--- config.mk ---
export PLATFORM = sky130hd
export DESIGN_NAME = vga_timing_gen
export DESIGN_NICKNAME = d
export VERILOG_FILES = /design/src/rtl/vga_timing_gen.sv
export SDC_FILE = /design/constraint.sdc
export NUM_CORES = 1
export LEC_CHECK = 0
export BUFFER_PORTS_ARGS = -buffer_cell sky130_fd_sc_hd__buf_2
export CAP_MARGIN = 25
export CELL_PAD_IN_SITES_DETAIL_PLACEMENT = 0
export CELL_PAD_IN_SITES_GLOBAL_PLACEMENT = 1
export CORE_MARGIN = 2
export CORE_UTILIZATION = 25
export CTS_CLUSTER_DIAMETER = 30
export CTS_CLUSTER_SIZE = 10
export DETAILED_ROUTE_END_ITERATION = 8
export GPL_TIMING_DRIVEN = 0
export PLACE_DENSITY = 0.55
export SYNTH_ARGS = -nofsm -noshare
export SYNTH_HDL_FRONTEND = slang
export SYNTH_SLANG_ARGS = --single-unit
--- constraint.sdc ---
create_clock -name clk_vga -period 3.1 [get_ports clk_vga]
set_clock_uncertainty 0.15 [all_clocks]
set_input_delay 0.155 -clock clk_vga [delete_from_list [all_inputs] [get_ports clk_vga]]
set_output_delay 0.155 -clock clk_vga [all_outputs]
set_load 0.005 [all_outputs]
--- src/rtl/vga_timing_gen.sv ---
// VGA raster timing generator with blank-gated RGB and HS/VS output stage.
// Optional build macro VGA_TEST_PATTERN_EN replaces i_r/g/b with an internal 8-bar colour pattern.
module vga_timing_gen #(
    parameter int H_ACTIVE = 640,
    parameter int H_FP     = 16,
    parameter int H_SYNC   = 96,
    parameter int H_BP     = 48,
    parameter int V_ACTIVE = 480,
    parameter int V_FP     = 10,
    parameter int V_SYNC   = 2,
    parameter int V_BP     = 33,
    parameter int SYNC_POL = 0
) (
    input  logic        clk_vga,
    input  logic        rst_vga_n,
    input  logic [3:0]  i_r,
    input  logic [3:0]  i_g,
    input  logic [3:0]  i_b,
    output logic [10:0] o_x,
    output logic [10:0] o_y,
    output logic        o_vga_vs,
    output logic        o_vga_hs,
    output logic [3:0]  o_vga_r,
    output logic [3:0]  o_vga_g,
    output logic [3:0]  o_vga_b
);

    localparam int   H_TOTAL      = H_ACTIVE + H_FP + H_SYNC + H_BP;
    localparam int   V_TOTAL      = V_ACTIVE + V_FP + V_SYNC + V_BP;
    localparam int   H_SYNC_START = H_ACTIVE + H_FP;
    localparam int   H_SYNC_END   = H_SYNC_START + H_SYNC;
    localparam int   V_SYNC_START = V_ACTIVE + V_FP;
    localparam int   V_SYNC_END   = V_SYNC_START + V_SYNC;
    localparam logic SYNC_ON      = (SYNC_POL != 0);

    logic [10:0] h_cnt_reg, h_cnt_next;
    logic [10:0] v_cnt_reg, v_cnt_next;
    logic        h_wrap;
    logic        active;
    logic        h_sync;
    logic        v_sync;
    logic        active_d1_reg;
    logic        hs_reg;
    logic        vs_reg;
    logic [3:0]  src_rgb [3];
    logic [3:0]  out_rgb [3];

    always_comb begin
        h_wrap     = (h_cnt_reg == 11'(H_TOTAL - 1));
        h_cnt_next = h_wrap ? 11'd0 : h_cnt_reg + 11'd1;
        v_cnt_next = v_cnt_reg;
        if (h_wrap) begin
            v_cnt_next = (v_cnt_reg == 11'(V_TOTAL - 1)) ? 11'd0 : v_cnt_reg + 11'd1;
        end
    end

    assign active = (h_cnt_reg < 11'(H_ACTIVE)) && (v_cnt_reg < 11'(V_ACTIVE));
    assign h_sync = (h_cnt_reg >= 11'(H_SYNC_START)) && (h_cnt_reg < 11'(H_SYNC_END));
    assign v_sync = (v_cnt_reg >= 11'(V_SYNC_START)) && (v_cnt_reg < 11'(V_SYNC_END));

    // Coordinates are forced to zero in blanking so upstream address logic stays in range.
    assign o_x = active ? h_cnt_reg : 11'd0;
    assign o_y = active ? v_cnt_reg : 11'd0;

    always_ff @(posedge clk_vga or negedge rst_vga_n) begin
        if (!rst_vga_n) begin
            h_cnt_reg     <= 11'd0;
            v_cnt_reg     <= 11'd0;
            active_d1_reg <= 1'b0;
            hs_reg        <= ~SYNC_ON;
            vs_reg        <= ~SYNC_ON;
        end else begin
            h_cnt_reg     <= h_cnt_next;
            v_cnt_reg     <= v_cnt_next;
            active_d1_reg <= active;
            hs_reg        <= h_sync ? SYNC_ON : ~SYNC_ON;
            vs_reg        <= v_sync ? SYNC_ON : ~SYNC_ON;
        end
    end

`ifdef VGA_TEST_PATTERN_EN
    // Bar colours decode directly from the bar index bits: R=~b1, G=~b2, B=~b0.
    logic [2:0]  bar_idx;
    logic [11:0] pat_reg;

    assign bar_idx = o_x[9:7];

    always_ff @(posedge clk_vga or negedge rst_vga_n) begin
        if (!rst_vga_n) begin
            pat_reg <= 12'h000;
        end else begin
            pat_reg <= {{4{~bar_idx[1]}}, {4{~bar_idx[2]}}, {4{~bar_idx[0]}}};
        end
    end

    assign src_rgb[0] = pat_reg[11:8];
    assign src_rgb[1] = pat_reg[7:4];
    assign src_rgb[2] = pat_reg[3:0];
`else
    assign src_rgb[0] = i_r;
    assign src_rgb[1] = i_g;
    assign src_rgb[2] = i_b;
`endif

    // Colour arrives one cycle after its coordinate, so gating with active_d1 keeps it aligned with HS/VS.
    generate
        for (genvar gi = 0; gi < 3; gi++) begin : g_blank
            assign out_rgb[gi] = active_d1_reg ? src_rgb[gi] : 4'h0;
        end
    endgenerate

    assign o_vga_r  = out_rgb[0];
    assign o_vga_g  = out_rgb[1];
    assign o_vga_b  = out_rgb[2];
    assign o_vga_hs = hs_reg;
    assign o_vga_vs = vs_reg;

endmodule

==> metrics <==
final WL about 3700 µm; worst-skew pair later-pin latency between 0.2 and 0.3 ns; total of max-cap violations 0; vias in the first global route between 1k and 1.5k; number of vias per cell between 4 and 5; Critical Path Source Type flop; synth warn 0; die height between 80 and 90 µm; Site Rows 28; minimum clock period about 2.2 ns; DP HPWL about 2600 µm; fraction of layout cells with a size suffix above 1 0.3395; Wirelength per Cell about 13 µm; worst relative slew slack 0.6094; clock sink count 25; via count 1337; Hold Vio Cnt, Final 0; Seq/Total Area, Yosys 0.4052; starting density of the core 0.2603; ys flop type dfrtp_1; CP max stage cell dfrtp_1; clock root cell clkbuf_8; Bufs and invs on worst path 3; Leak 0.9240 nW; Min-Delay Path Class input port to async pin; ys async rst share 1.000; total gr overflow 0; Critical Path, Cell by Cell buf_4 > o21ai_0 > nand2_1 > nor4_1 > buf_2 > and2_1 > buf_2; gr usage total 0.1106; critical path's largest stage delay about 0.37 ns; Yosys reg bits 25; CTS H-tree lvls 1; Post-synth EDFFs 0; setup TNS 0 ns; first-pass GRT wire length a little under 6000 µm; total core area ~0.006 mm²; synth unique cells 37; clk buf depth 2; outcome finished, final reports clean; DR DRC count 0; fin crit share 0.7127; antenna violations before repair 0; RSZ-0062 raised after global routing no; CTS clk-pin slew, worst paths ~0.090 ns; CTS Buf Count 3; achievable frequency ~450 MHz; Worst EP required roughly 2.8 ns; Least-Margin Pin Slew 0.5858 ns; # port buffers 46; crit-path most repeated cell buf_2; crit path kind flop to output port; Final Wtd Congestion roughly 0.71; DR iter-0 viols 89; max-slew violation count 0; Post-CTS Setup Bufs 0; Area growth syn-to-layout 24.94%; post-synthesis cell area around 0.0016 mm²; CP top delay family buffers and inverters; first-pass iteration count of the detailed router 4; Syn Inst Count around 160; clock tree from TritonCTS built; worst reg2reg endpoint v_cnt_reg[9]; Worst Path Arrival 1.90 ns; Power Density about 290 mW/mm²; total die area between 0.006 and 0.007 mm²; maximum vdd ir drop ~0.14 mV; Chip Width 82.75 µm; r2r setup slk 1.15 ns; antenna viol nets, final 0; Final #Nets 233; final design utilization 0.3252; Max FO, Critical Path 10; crit path launch h_cnt_reg[8]; Ports 50; CP Capture Type output port; R2R depth 5; diode count 0; syn_area_per_cell 9.569 µm²; RR Startpoint h_cnt_reg[0]; Final Setup Violations 0; pin count of the biggest net entering global routing 26
## synth_stat cells (2+ instances only)
master     n  share of area
or4_1      2         0.0097
ha_1       3          0.024
o21ai_0    7          0.023
nand3_1    9          0.029
nand4_1    8          0.032
clkbuf_1   2         0.0048
dfstp_2    2          0.034
xor2_1     3          0.017
and4_1     3          0.017
a22o_1     3          0.017
nor4b_2    2          0.019
nor3_1     2         0.0065
nor2_1     7          0.017
dfrtp_1   23           0.37
buf_4      6          0.029
nand2_1    8          0.019
a21o_1     3          0.015
inv_1      3         0.0073
buf_2      3         0.0097
and2_2     2         0.0097
xnor2_1    7          0.040
buf_6      3          0.022
and2_1    32           0.13
nor4_1     2         0.0081
and3_1     5          0.020
## worst max-delay path by stage
stage / end / slack, ns / cells past startpoint
after global placement: v_cnt_reg[7] / 1.15 / 6
final: o_y[7] / 0.89 / 7
after global routing: o_x[0] / 0.66 / 7
after floorplan: v_cnt_reg[7] / 1.37 / 6
after detailed placement: o_y[7] / 1.13 / 7
after CTS: o_y[3] / 0.81 / 7
## stage by stage
stage	setup slack [ns]	cell area [µm²]	power, mW	cells	hold WS, ns
6_report	0.8908	1937	0.5620	290	0.2570
5_1_grt	0.6595	1937	0.5879	290	0.3203
4_1_cts	0.8088	1937	0.5700	290	0.2868
3_5_place_dp	1.128	1882	0.3649	285	0.05010
3_3_place_gp	1.150	1882	0.3653	285	0.05360
2_1_floorplan	1.371	1558	0.3432	164	-0.2906
## timing repair
item	4_1_cts	5_1_grt
hold buffers	1	0
hold endpoints to repair	23	0
gates resized for setup	0	0
## power breakdown
part	leakage (nW)	switching (mW)	internal [mW]
clock network	0.0228	0.112	0.0922
registers	0.323	0	0.326
logic	0.579	0.0145	0.0179
## metal layers
layer,track usage,part of all wire
met1,0.1464,0.47
met2,0.1815,0.46
met3,0.01196,0.056
met4,0.04918,0.013
met5,0,0
## area by class of cell
| cell class | count | area [µm²] |
|---|---|---|
| fillers | 648 | 4019 |
| multi-input cells | 122 | 817.0 |
| flip-flops and latches | 25 | 628.1 |
| repair buffers | 47 | 240.2 |
| plain buffers | 14 | 101.3 |
| well taps | 75 | 93.84 |
| clock buffers | 4 | 45.04 |
| inverters | 3 | 11.26 |
## kinds of logic (layout without fill, tap and decap cells)
kind of cell | after synthesis | count (layout) | share of synthesized area
other | 1 | 3 | 0.002419
adders and majority gates | 3 | 3 | 0.02422
AOI/OAI and AO/OA | 18 | 18 | 0.07748
xor gates and xnor gates | 10 | 10 | 0.05650
DFF | 25 | 25 | 0.4052
buffers and inverters | 17 | 68 | 0.07263
and+or+nand+nor | 88 | 88 | 0.3616
## worst reg2reg max path: cells and delay by family, from the launching register on
family,cells,cell delay (ns)
AO/OA/AOI/OAI,1,0.20
adder cells (fa/ha/maj),1,0.24
flip-flops,1,0.42
AND/OR/NAND/NOR,3,0.87
## layout by cell type, fill, tap and decap left out, drive strengths merged, types with 4 or more instances in the layout
cell type and n:
o21ai 8, xnor2 7, dfrtp 23, nand4 9, and2 34, nor2 7
and3 5, nand2 8, clkbuf 6, nand3 9, a22o 4, and4 5
buf 58
(Power assumes the default switching activity.)
